### config.mk
export PLATFORM = sky130hd
export DESIGN_NAME = score_keeper
export DESIGN_NICKNAME = d
export VERILOG_FILES = /design/src/rtl/score_pkg.sv /design/src/rtl/bcd_digit_inc.sv /design/src/rtl/score_keeper.sv
export SDC_FILE = /design/constraint.sdc
export NUM_CORES = 1
export LEC_CHECK = 0
export BUFFER_PORTS_ARGS = -buffer_cell sky130_fd_sc_hd__buf_2
export CORE_MARGIN = 3
export CORE_UTILIZATION = 57
export CTS_CLUSTER_DIAMETER = 60
export DETAILED_ROUTE_END_ITERATION = 8
export PLACE_DENSITY = 0.83
export SYNTH_ARGS = -nofsm -noshare
export SYNTH_HDL_FRONTEND = slang
export SYNTH_SLANG_ARGS = --single-unit
### constraint.sdc
create_clock -name clock -period 3.5 [get_ports clock]
set_clock_uncertainty 0.1 [all_clocks]
set_input_delay 0.175 -clock clock [delete_from_list [all_inputs] [get_ports clock]]
set_output_delay 0.175 -clock clock [all_outputs]
set_load 0.02 [all_outputs]
### src/rtl/score_pkg.sv
// Shared state encodings and BCD constants for the score-display path.
package score_pkg;

    typedef enum logic [1:0] {
        ST_IDLE = 2'b00,
        ST_PLAY = 2'b01,
        ST_OVER = 2'b10
    } state_t;

    localparam logic [3:0] BCD_MAX = 4'd9;

endpackage

### src/rtl/bcd_digit_inc.sv
// Single BCD digit incrementer; chained per digit to form a multi-digit +1.
module bcd_digit_inc
    import score_pkg::*;
(
    input  logic [3:0] digit,
    input  logic       carry_in,
    output logic [3:0] digit_out,
    output logic       carry_out
);

    always_comb begin
        digit_out = digit;
        carry_out = 1'b0;
        if (carry_in && (digit == BCD_MAX)) begin
            digit_out = '0;
            carry_out = 1'b1;
        end else begin
            digit_out = digit + {3'b000, carry_in};
        end
    end

endmodule

### src/rtl/score_keeper.sv
// Game-state FSM that counts pipe passes as saturating BCD and keeps a session high score.
module score_keeper #(
    parameter int unsigned DIGITS = 2
) (
    input  logic                  clock,
    input  logic                  reset,
    input  logic                  start,
    input  logic                  pass,
    input  logic                  crash,
    output logic [1:0]            state,
    output logic [4*DIGITS-1:0]   score_bcd,
    output logic [4*DIGITS-1:0]   high_bcd,
    output logic                  score_tick,
    output logic                  new_high
);
    import score_pkg::*;

    state_t              fsm_state;
    logic                pass_q;
    logic                pass_edge;
    logic [DIGITS:0]     carry;
    logic [4*DIGITS-1:0] score_inc;
    logic                saturated;

    // Carry out of the top digit only occurs when every digit is 9.
    assign carry[0] = 1'b1;

    for (genvar i = 0; i < DIGITS; i++) begin : g_digit
        bcd_digit_inc u_digit (
            .digit     (score_bcd[4*i +: 4]),
            .carry_in  (carry[i]),
            .digit_out (score_inc[4*i +: 4]),
            .carry_out (carry[i+1])
        );
    end

    assign saturated = carry[DIGITS];
    assign pass_edge = pass & ~pass_q;
    assign state     = fsm_state;

    always_ff @(posedge clock) begin
        if (reset) begin
            fsm_state  <= ST_IDLE;
            pass_q     <= 1'b0;
            score_bcd  <= '0;
            high_bcd   <= '0;
            score_tick <= 1'b0;
            new_high   <= 1'b0;
        end else begin
            pass_q     <= pass;
            score_tick <= 1'b0;
            case (fsm_state)
                ST_IDLE, ST_OVER: begin
                    if (start) begin
                        fsm_state <= ST_PLAY;
                        score_bcd <= '0;
                        new_high  <= 1'b0;
                    end
                end
                ST_PLAY: begin
                    // Crash takes priority over a pass edge in the same cycle.
                    if (crash) begin
                        fsm_state <= ST_OVER;
                        if (score_bcd > high_bcd) begin
                            high_bcd <= score_bcd;
                            new_high <= 1'b1;
                        end
                    end else if (pass_edge && !saturated) begin
                        score_bcd  <= score_inc;
                        score_tick <= 1'b1;
                    end
                end
                default: fsm_state <= ST_IDLE;
            endcase
        end
    end

endmodule

# Yosys cells after proc, flatten, opt, wreduce, memory -nomap -nowiden

Index checks and enable logic that the tools add are counted.

$add $sub $neg: 2
Multipliers: 0
Divide/modulo/power cells: 0
$lt $le $gt $ge: 1
Eq/ne operators: 9
Shift-type cells: 0
Multiplexer cells: 16
Bitwise gates (word level): 3
Reductions and logical operators: 11

Operators by type and width:

| operator              | count |
|---|---|
| $mux W8               | 3 |
| $pmux W8 S2           | 1 |
| $ne A2 B2 Y1 const B  | 5 |
| $eq A4 B4 Y1 const B  | 2 |
| $gt A8 B8 Y1          | 1 |
| $mux W4               | 2 |
| $reduce_and A4 Y1     | 2 |
| $mux W1               | 6 |
| $add A4 B1 Y4         | 1 |
| $add A4 B1 Y4 const B | 1 |
| $mux W2               | 2 |
| $pmux W2 S2           | 1 |
| $reduce_and A3 Y1     | 1 |
| $reduce_or A3 Y1      | 1 |
| $eq A2 B1 Y1 const B  | 1 |
| $eq A2 B2 Y1 const B  | 1 |
| $logic_and A1 B1 Y1   | 2 |
| $logic_not A2 Y1      | 1 |
| $not A1 Y1            | 2 |
| $pmux W1 S2           | 1 |
| $reduce_and A2 Y1     | 1 |
| $reduce_bool A2 Y1    | 1 |
| $reduce_or A2 Y1      | 1 |
| $and A1 B1 Y1         | 1 |
| $logic_not A1 Y1      | 1 |

Bits in registers: 21
Bits in latches: 0
Bits in writable memories: 0
Memory bits (read-only): 0
Bits of input ports: 5
Output and inout port bits: 20
Word-level logic and storage cells: 48
Memories: 0

# Depth between registers and ports, before layout

Gate-level depths: netlist of run 1.

Depth after elaboration: 9
Mapped depth: 9
Depth with buffers taken out: 9

# Cells and area by module

From an unflattened synthesis of run 1, not the netlist that was laid out.

Cell total of the unflattened synthesis: 143
Area total of the unflattened synthesis: 1199.9 um^2

Modules (own cells, without submodules):

| module        | times used | cells each | area an instance (um^2) | seq. area each (um^2) |
|---|---|---|---|---|
| score_keeper  | 1          | 115        | 992.2                   | 420.4 |
| bcd_digit_inc | 2          | 14         | 103.8                   | 0.0 |

# Least setup slack after synthesis of run 1

No wires, ideal clock.

Path type: register -> register
Start: register score_bcd[1]
End: register score_bcd[5]
Library setup time: 0.070 ns
Arrival: 1.930 ns
Data required time: 3.330 ns
Path slack: 1.400 ns
Stages on the path, launching flop included: 9
Path buffers: 0
Clock period less this slack: 2.100 ns
Cell sequence: dfxtp_1 > inv_1 > ha_1 > nand3b_1 > inv_1 > ha_1 > ha_1 > or3b_2 > a21oi_1

Word-level cells in the longest chain between the ends: 8
Elaborated cells between the ends (all ways): 13

RTL lines:

| what                                                                  | RTL line            | text |
|---|---|---|
| from (decl)                                                           | score_keeper.sv:11  | `output logic [4*DIGITS-1:0] score_bcd,` |
| from (signal assigned)                                                | score_keeper.sv:69  | `score_bcd <= score_inc;` |
| $eq A4 B4 Y1 *                                                        | bcd_digit_inc.sv:14 | `if (carry_in && (digit == BCD_MAX)) begin` |
| $mux W1 *                                                             | bcd_digit_inc.sv:14 |  |
| parallel branches: the longest is 6 deep, another holds $add A4 B1 Y4 | --                  |  |

Mark *: on every way between the ends. The select of a mux whose other input is x is not followed.
A chain may end at the register's enable or synchronous reset.

# Worst setup path after layout of run 1

Start: register score_bcd[1]
End: register high_bcd[4]

Word-level cells in the longest chain between the ends: 2

RTL lines:

| what                        | RTL line           | text |
|---|---|---|
| $gt A8 B8 Y1                | score_keeper.sv:64 | `if (score_bcd > high_bcd) begin` |
| $reduce_and A3 Y1 (no line) | --                 |  |
| to (signal assigned)        | score_keeper.sv:65 | `high_bcd <= score_bcd;` |
| to (decl)                   | score_keeper.sv:12 | `output logic [4*DIGITS-1:0] high_bcd,` |

Every way passes these cells.

==> flow_metrics.env, run 1 <==
export IMPL_run_status="completed"
export IMPL_ant_nets=0
export IMPL_p_sw_w=0.000101
export IMPL_design_die_area_um2=2710
export IMPL_cts_buffer_depth=2
export IMPL_powerDensity_nw_per_um2=291
export IMPL_max_freq_mhz=419
export IMPL_yosysWarnings=0
export IMPL_fin_tns_setup_ns=0
export IMPL_synth_edf_count=0
export IMPL_grt_max_degree=31
export IMPL_switching_share=0.251
export IMPL_p_clk_frac=0.295
export IMPL_path_cells="ha_1, nor2b_1, o211ai_1, a21oi_1, a41oi_1, buf_4, mux2i_1"
export IMPL_p_seq_frac=0.611
export IMPL_leakagePower_nw=0.632
export IMPL_drtPass1Iterations=4
export IMPL_fin_crit_ns=2.39
export IMPL_postCtsSetupRepairBufs=0
export IMPL_syn_area_um2=1210
export IMPL_fin_util=0.698
export IMPL_post_cts_resized=0
export IMPL_drt_iter0_drc=20
export IMPL_n_antenna_cell=0
export IMPL_setup_violations_final=0
export IMPL_avgSynthCellArea_um2=8.69
export IMPL_grt_pass1_wl_mm=4.33
export IMPL_top_level_ports=25
export IMPL_cts_root_buf="clkbuf_4"
export IMPL_cts_made_buffers=3
export IMPL_numPortBuffers=24
export IMPL_netlist_instances=139
export IMPL_ys_flop_type="dfxtp_1"
export IMPL_crit_path_max_incr_delay_ns=0.61
export IMPL_nets=182
export IMPL_combPwrFrac=0.094
export IMPL_intPower_w=0.000301
export IMPL_cts_sinks=21
export IMPL_cts_hold_buf=1
export IMPL_rsz0062_at_grt="false"
export IMPL_synth_nets=156
export IMPL_yosysSeqAreaShare=0.348
export IMPL_grt_pass1_vias=1010
export IMPL_worstPathRequired_ns=3.64
export IMPL_antenna_found_initial=0
export IMPL_whs_ns=0.0395
export IMPL_worstSetupStartpointType="register"
export IMPL_htree_num_levels=1
export IMPL_hold_path_class="in -> reg"
export IMPL_crit_path_max_fanout=7
export IMPL_finalHoldViolCount=0
export IMPL_post_place_cells=186
export IMPL_worstPathArrival_ns=2.53
export IMPL_drt_wl_total_mm=2.57
export IMPL_final_cells=191
export IMPL_initial_core_util=0.609
export IMPL_core_area_um2=1980
export IMPL_relSlewSlack=0.521
export IMPL_peakVddDrop_mv=0.209
export IMPL_cts_tree="done"
export IMPL_post_route_period_util=0.682
export IMPL_worstSetupPathType="reg -> reg"
export IMPL_drive_gt1_frac=0.201
export IMPL_dp_hpwl_mm=1.93
export IMPL_syn2layout_area_growth_pct=14.6
export IMPL_final_max_slew_viol_count=0
export IMPL_worstMarginPinSlew_ns=0.709
export IMPL_via_per_inst=5.64
export IMPL_synth_async_reset_ratio=0
export IMPL_grt_usage=0.208
export IMPL_setup_worst_path_end_class="register"
export IMPL_std_cell_rows=16
export IMPL_drc_errors=0
export IMPL_maxCapViolations=0
export IMPL_gp_congestion=0.835
export IMPL_vias=1078
export IMPL_dieWidth_um=52.0
export IMPL_clk_pin_slew_ns=0.12
export IMPL_grt_overflow_total=0
export IMPL_crit_slowest_cell="a41oi_1"
export IMPL_synth_seq_cells=21
export IMPL_clk_latency_ns=0.30
export IMPL_synth_cell_types=32
export IMPL_die_h_um=52.0
export IMPL_avgRoutedWirePerCell_um=13.5
## path summary, 6_finish.rpt
path,startpoint,endpoint,slack [ns],cells after the start
setup / recovery,score_bcd[1]$_SDFFE_PP0P_,high_bcd[4]$_SDFFE_PP0P_,1.11,7
hold / removal,start,state[1]$_SDFFE_PP0P_,0.04,3
setup reg to reg,score_bcd[1]$_SDFFE_PP0P_,high_bcd[4]$_SDFFE_PP0P_,1.11,7
hold reg to reg,high_bcd[1]$_SDFFE_PP0P_,high_bcd[1]$_SDFFE_PP0P_,0.40,2
## final cells by class
| class | instances | area (um2) |
|---|---|---|
| Clock buffer | 4 | 26.3 |
| Multi-Input combinational cell | 103 | 728 |
| Sequential cell | 21 | 420 |
| Tap cell | 27 | 33.8 |
| Fill cell | 169 | 598 |
| Timing Repair Buffer | 26 | 138 |
| Inverter | 10 | 37.5 |
## cells by family (layout without fill, tap and decap cells)
logic type	count (synthesis)	after routing	share of synthesized area
AOI/OAI and AO/OA	25	25	0.122
adders and majority gates	12	12	0.124
and+or+nand+nor	58	58	0.290
buffers and inverters	15	40	0.0487
DFF	21	21	0.348
muxes	8	8	0.0663
## sequential cells by signal, summed over array words and instances, names as in the netlist
name        flops
high_bcd        8
new_high        1
pass_q          1
score_bcd       8
score_tick      1
state           2
## layout by cell type, fill, tap and decap left out, types with 2 or more instances in the layout
master    instances
a21oi_1          14
buf_2            24
clkbuf_4          3
dfxtp_1          21
ha_1             12
inv_1            10
mux2i_1           8
nand2_1           7
nand2b_1         17
nand3_1           2
nand4_1           2
nor2_1            6
nor2b_1           6
nor3b_1           2
o21ai_0           5
or3_1             4
or3b_2            3
## synth_stat cells, types with 2 or more instances
| cell type | instances | area (um2) |
|---|---|---|
| a21oi_1 | 14 | 70.1 |
| nor3b_1 | 2 | 15.0 |
| nand2b_1 | 17 | 106 |
| or3b_2 | 3 | 26.3 |
| or3_1 | 4 | 25.0 |
| buf_2 | 2 | 10.0 |
| mux2i_1 | 8 | 80.1 |
| dfxtp_1 | 21 | 420 |
| o21ai_0 | 5 | 25.0 |
| nor2b_1 | 6 | 37.5 |
| inv_1 | 10 | 37.5 |
| clkbuf_1 | 3 | 11.3 |
| nand3_1 | 2 | 10.0 |
| nand2_1 | 7 | 26.3 |
| nand4_1 | 2 | 12.5 |
| ha_1 | 12 | 150 |
| nor2_1 | 6 | 22.5 |
## worst max-delay path, delay by kind of cell, from the launching register on
family	cells	cell delay (ns)
simple gates	1	0.14
compound gates	3	0.88
fa+ha+maj	1	0.29
buf+inv	1	0.27
flops	1	0.46
mux	1	0.18
## power by group through the flow
| stage | logic [W] | registers (W) | clock network [W] |
|---|---|---|---|
| after CTS | 0.0000372 | 0.000245 | 0.000123 |
| final | 0.0000376 | 0.000246 | 0.000119 |
| after global routing | 0.0000415 | 0.000246 | 0.000132 |
| after global placement | 0.0000355 | 0.000250 | 0 |
| after detailed placement | 0.0000362 | 0.000251 | 0 |
| after floorplan | 0.0000244 | 0.000252 | 0 |
## metrics by stage
stage | worst slack, ns | cell area (um2) | total power, W
2_1_floorplan | 1.40 | 1210 | 0.000277
4_1_cts | 1.10 | 1380 | 0.000405
5_1_grt | 0.859 | 1380 | 0.000420
6_report | 1.11 | 1380 | 0.000402
3_3_place_gp | 1.27 | 1350 | 0.000286
3_5_place_dp | 1.14 | 1350 | 0.000287
## metal layers
layer | GRT usage | wire (um) | vias up
li1 | - | - | 532
met1 | 0.269 | 1190 | 510
met2 | 0.328 | 1190 | 26
met3 | 0.0401 | 131 | 10
met4 | 0.0961 | 49 | 0
met5 | 0 | 0 | -
Power figures use the tool's default switching activity.
==> run 2: changes to the inputs <==
--- a/config.mk
+++ b/config.mk
@@ -7,10 +7,10 @@
 export LEC_CHECK = 0
 export BUFFER_PORTS_ARGS = -buffer_cell sky130_fd_sc_hd__buf_2
 export CORE_MARGIN = 3
-export CORE_UTILIZATION = 57
+export CORE_UTILIZATION = 53
 export CTS_CLUSTER_DIAMETER = 60
 export DETAILED_ROUTE_END_ITERATION = 8
-export PLACE_DENSITY = 0.83
+export PLACE_DENSITY = 0.78
 export SYNTH_ARGS = -nofsm -noshare
 export SYNTH_HDL_FRONTEND = slang
 export SYNTH_SLANG_ARGS = --single-unit
==> constraint.sdc (replaced) <==
create_clock -name clock -period 2.2 [get_ports clock]
set_clock_uncertainty 0.1 [all_clocks]
set_input_delay 0.11 -clock clock [delete_from_list [all_inputs] [get_ports clock]]
set_output_delay 0.11 -clock clock [all_outputs]
set_load 0.02 [all_outputs]
==> run 2 against run 1 <==
Compared with the run above:
- critical path depth grew 1
- cell area up 3.3%
- clock-buffer cell count stayed put
- wire length rose by 2.5%
- sequential power up 59%
- core utilization is 0.47 points lower
- largest power group unchanged
==> flow_metrics.env, run 2 (synthesis gave the netlist of run 1 again) <==
export IMPL_run_status="completed"
export IMPL_drive_gt1_frac=0.238
export IMPL_maxCapViolations=0
export IMPL_crit_cells=8
export IMPL_grt_pass1_vias=1018
export IMPL_std_cell_rows=16
export IMPL_drt_iter0_drc=18
export IMPL_powerDensity_nw_per_um2=447
export IMPL_layout_commonest_cell="buf_2"
export IMPL_intPower_w=0.000483
export IMPL_numPortBuffers=24
export IMPL_fin_tns_setup_ns=0
export IMPL_drtPass1Iterations=4
export IMPL_crit_path_max_incr_delay_ns=0.52
export IMPL_cts_root_buf="clkbuf_4"
export IMPL_core_area_um2=2060
export IMPL_htree_num_levels=1
export IMPL_reg2regPathDepth=8
export IMPL_gp_congestion=0.847
export IMPL_r2r_end="score_bcd[2]$_SDFFE_PP0P_"
export IMPL_critPathBufInv=2
export IMPL_hold_path_class="in -> reg"
export IMPL_critPathLaunch="score_bcd[1]$_SDFFE_PP0P_"
export IMPL_post_place_cells=189
export IMPL_clk_latency_ns=0.29
export IMPL_grt_max_degree=31
export IMPL_worstSetupStartpointType="register"
export IMPL_grt_pass1_wl_mm=4.29
export IMPL_whs_path_depth=3
export IMPL_via_per_inst=5.50
export IMPL_nets=186
export IMPL_reg2reg_slack_ns=0.13
export IMPL_worst_path_most_repeated_cell="inv_1"
export IMPL_worstPathArrival_ns=2.21
export IMPL_drt_wl_total_mm=2.63
export IMPL_rsz0062_at_grt="false"
export IMPL_endpoint="score_bcd[2]$_SDFFE_PP0P_"
export IMPL_worstSetupPathType="reg -> reg"
export IMPL_vias=1073
export IMPL_antenna_found_initial=0
export IMPL_initial_core_util=0.586
export IMPL_max_freq_mhz=482
export IMPL_cts_buffer_depth=2
export IMPL_grt_usage=0.201
export IMPL_cp_top_family="simple AND/OR/NAND/NOR gates"
export IMPL_ant_nets=0
export IMPL_dieWidth_um=53.7
export IMPL_fin_crit_ns=2.07
export IMPL_p_clk_frac=0.286
export IMPL_clk_pin_slew_ns=0.11
export IMPL_cts_made_buffers=3
export IMPL_drc_errors=0
export IMPL_p_seq_frac=0.610
export IMPL_cts_tree="done"
export IMPL_grt_overflow_total=0
export IMPL_combPwrFrac=0.104
export IMPL_switching_share=0.244
export IMPL_final_max_slew_viol_count=0
export IMPL_finalHoldViolCount=0
export IMPL_path_cells="inv_1, ha_1, nand3b_1, inv_1, a211oi_4, nor2_2, or4b_1, a21oi_1"
export IMPL_crit_path_max_fanout=6
export IMPL_cts_sinks=21
export IMPL_worstPathRequired_ns=2.33
export IMPL_relSlewSlack=0.599
export IMPL_top_level_ports=25
export IMPL_power_w=0.000640
export IMPL_dp_hpwl_mm=2.04
export IMPL_post_route_period_util=0.943
export IMPL_crit_slowest_cell="or4b_1"
export IMPL_avgRoutedWirePerCell_um=13.5
export IMPL_die_h_um=53.7
export IMPL_setup_violations_final=0
export IMPL_final_cell_mix="24 x buf_2, 18 x dfxtp_1, 17 x nand2b_1"
export IMPL_final_cells=195
export IMPL_leakagePower_nw=0.653
export IMPL_n_antenna_cell=0
export IMPL_syn2layout_area_growth_pct=18.4
export IMPL_r2r_start="score_bcd[1]$_SDFFE_PP0P_"
export IMPL_worstMarginPinSlew_ns=0.594
export IMPL_setup_worst_path_end_class="register"
export IMPL_design_die_area_um2=2890
export IMPL_peakVddDrop_mv=0.400
export IMPL_p_sw_w=0.000156
==> run 2: cell count changes in the layout (fill, tap and decap cells not counted) <==
cell	change
buf_4	+3
dfxtp_1	-3
dfxtp_2	+3
a211oi_2	-1
a211oi_4	+1
dlygate4sd3_1	+1
nor2_1	-1
nor2_2	+1
==> run 2: per-layer routing <==
| layer | vias to the layer above | global-route usage | wire, um |
|---|---|---|---|
| met5 | - | 0 | 0 |
| met3 | 4 | 0.0277 | 81 |
| met1 | 510 | 0.251 | 1210 |
| met4 | 0 | 0.0979 | 31 |
| met2 | 21 | 0.335 | 1310 |
| li1 | 538 | - | - |
==> run 2: worst min path at each step <==
stage                from                     to
finish              crash  state[1]$_SDFFE_PP0P_
global route        crash  state[1]$_SDFFE_PP0P_
CTS                 crash  state[1]$_SDFFE_PP0P_
detailed placement   pass      pass_q$_SDFF_PP0_
global placement     pass      pass_q$_SDFF_PP0_
floorplan            pass      pass_q$_SDFF_PP0_
==> run 2: layout make-up <==
| class | count | area (um2) |
|---|---|---|
| multi-input combinational | 103 | 738 |
| fill | 180 | 632 |
| sequential | 21 | 424 |
| timing repair buffer | 30 | 170 |
| inverter | 10 | 37.5 |
| tap | 27 | 33.8 |
| clock buffer | 4 | 26.3 |
==> run 2: power groups by stage <==
stage                     clock network, W  logic (W)  registers, W
after floorplan                          0  0.0000389      0.000401
after global placement                   0  0.0000594      0.000398
after detailed placement                 0  0.0000612      0.000399
after CTS                         0.000192  0.0000644      0.000390
after global routing              0.000206  0.0000732      0.000391
final                             0.000183  0.0000665      0.000390
==> run 2: per-stage QoR <==
step                      hold WS, ns  setup slack (ns)  utilization  cell area [um2]
after detailed placement        0.246            0.0918        0.664             1370
final                          0.0241             0.125        0.694             1430
after floorplan                 0.138            0.0997            -             1210
after global routing           0.0379            0.0155        0.694             1430
after CTS                     0.00266            0.0555        0.687             1420
after global placement          0.242             0.199        0.664             1370
==> run 2: worst reg2reg max path, cell delays in order, from the launching register on <==
cell and delay, ns:
dfxtp_2 0.37, inv_1 0.05, ha_1 0.17, nand3b_1 0.13, inv_1 0.11, a211oi_4 0.31
nor2_2 0.11, or4b_1 0.52, a21oi_1 0.14
==> run 2: what timing repair did <==
item / in CTS / in global routing
hold buffers: 2 / 0
hold endpoints to repair: 2 / 0
gates resized for setup: 0 / 5
setup buffers: 0 / 0
setup endpoints to repair: 0 / 6
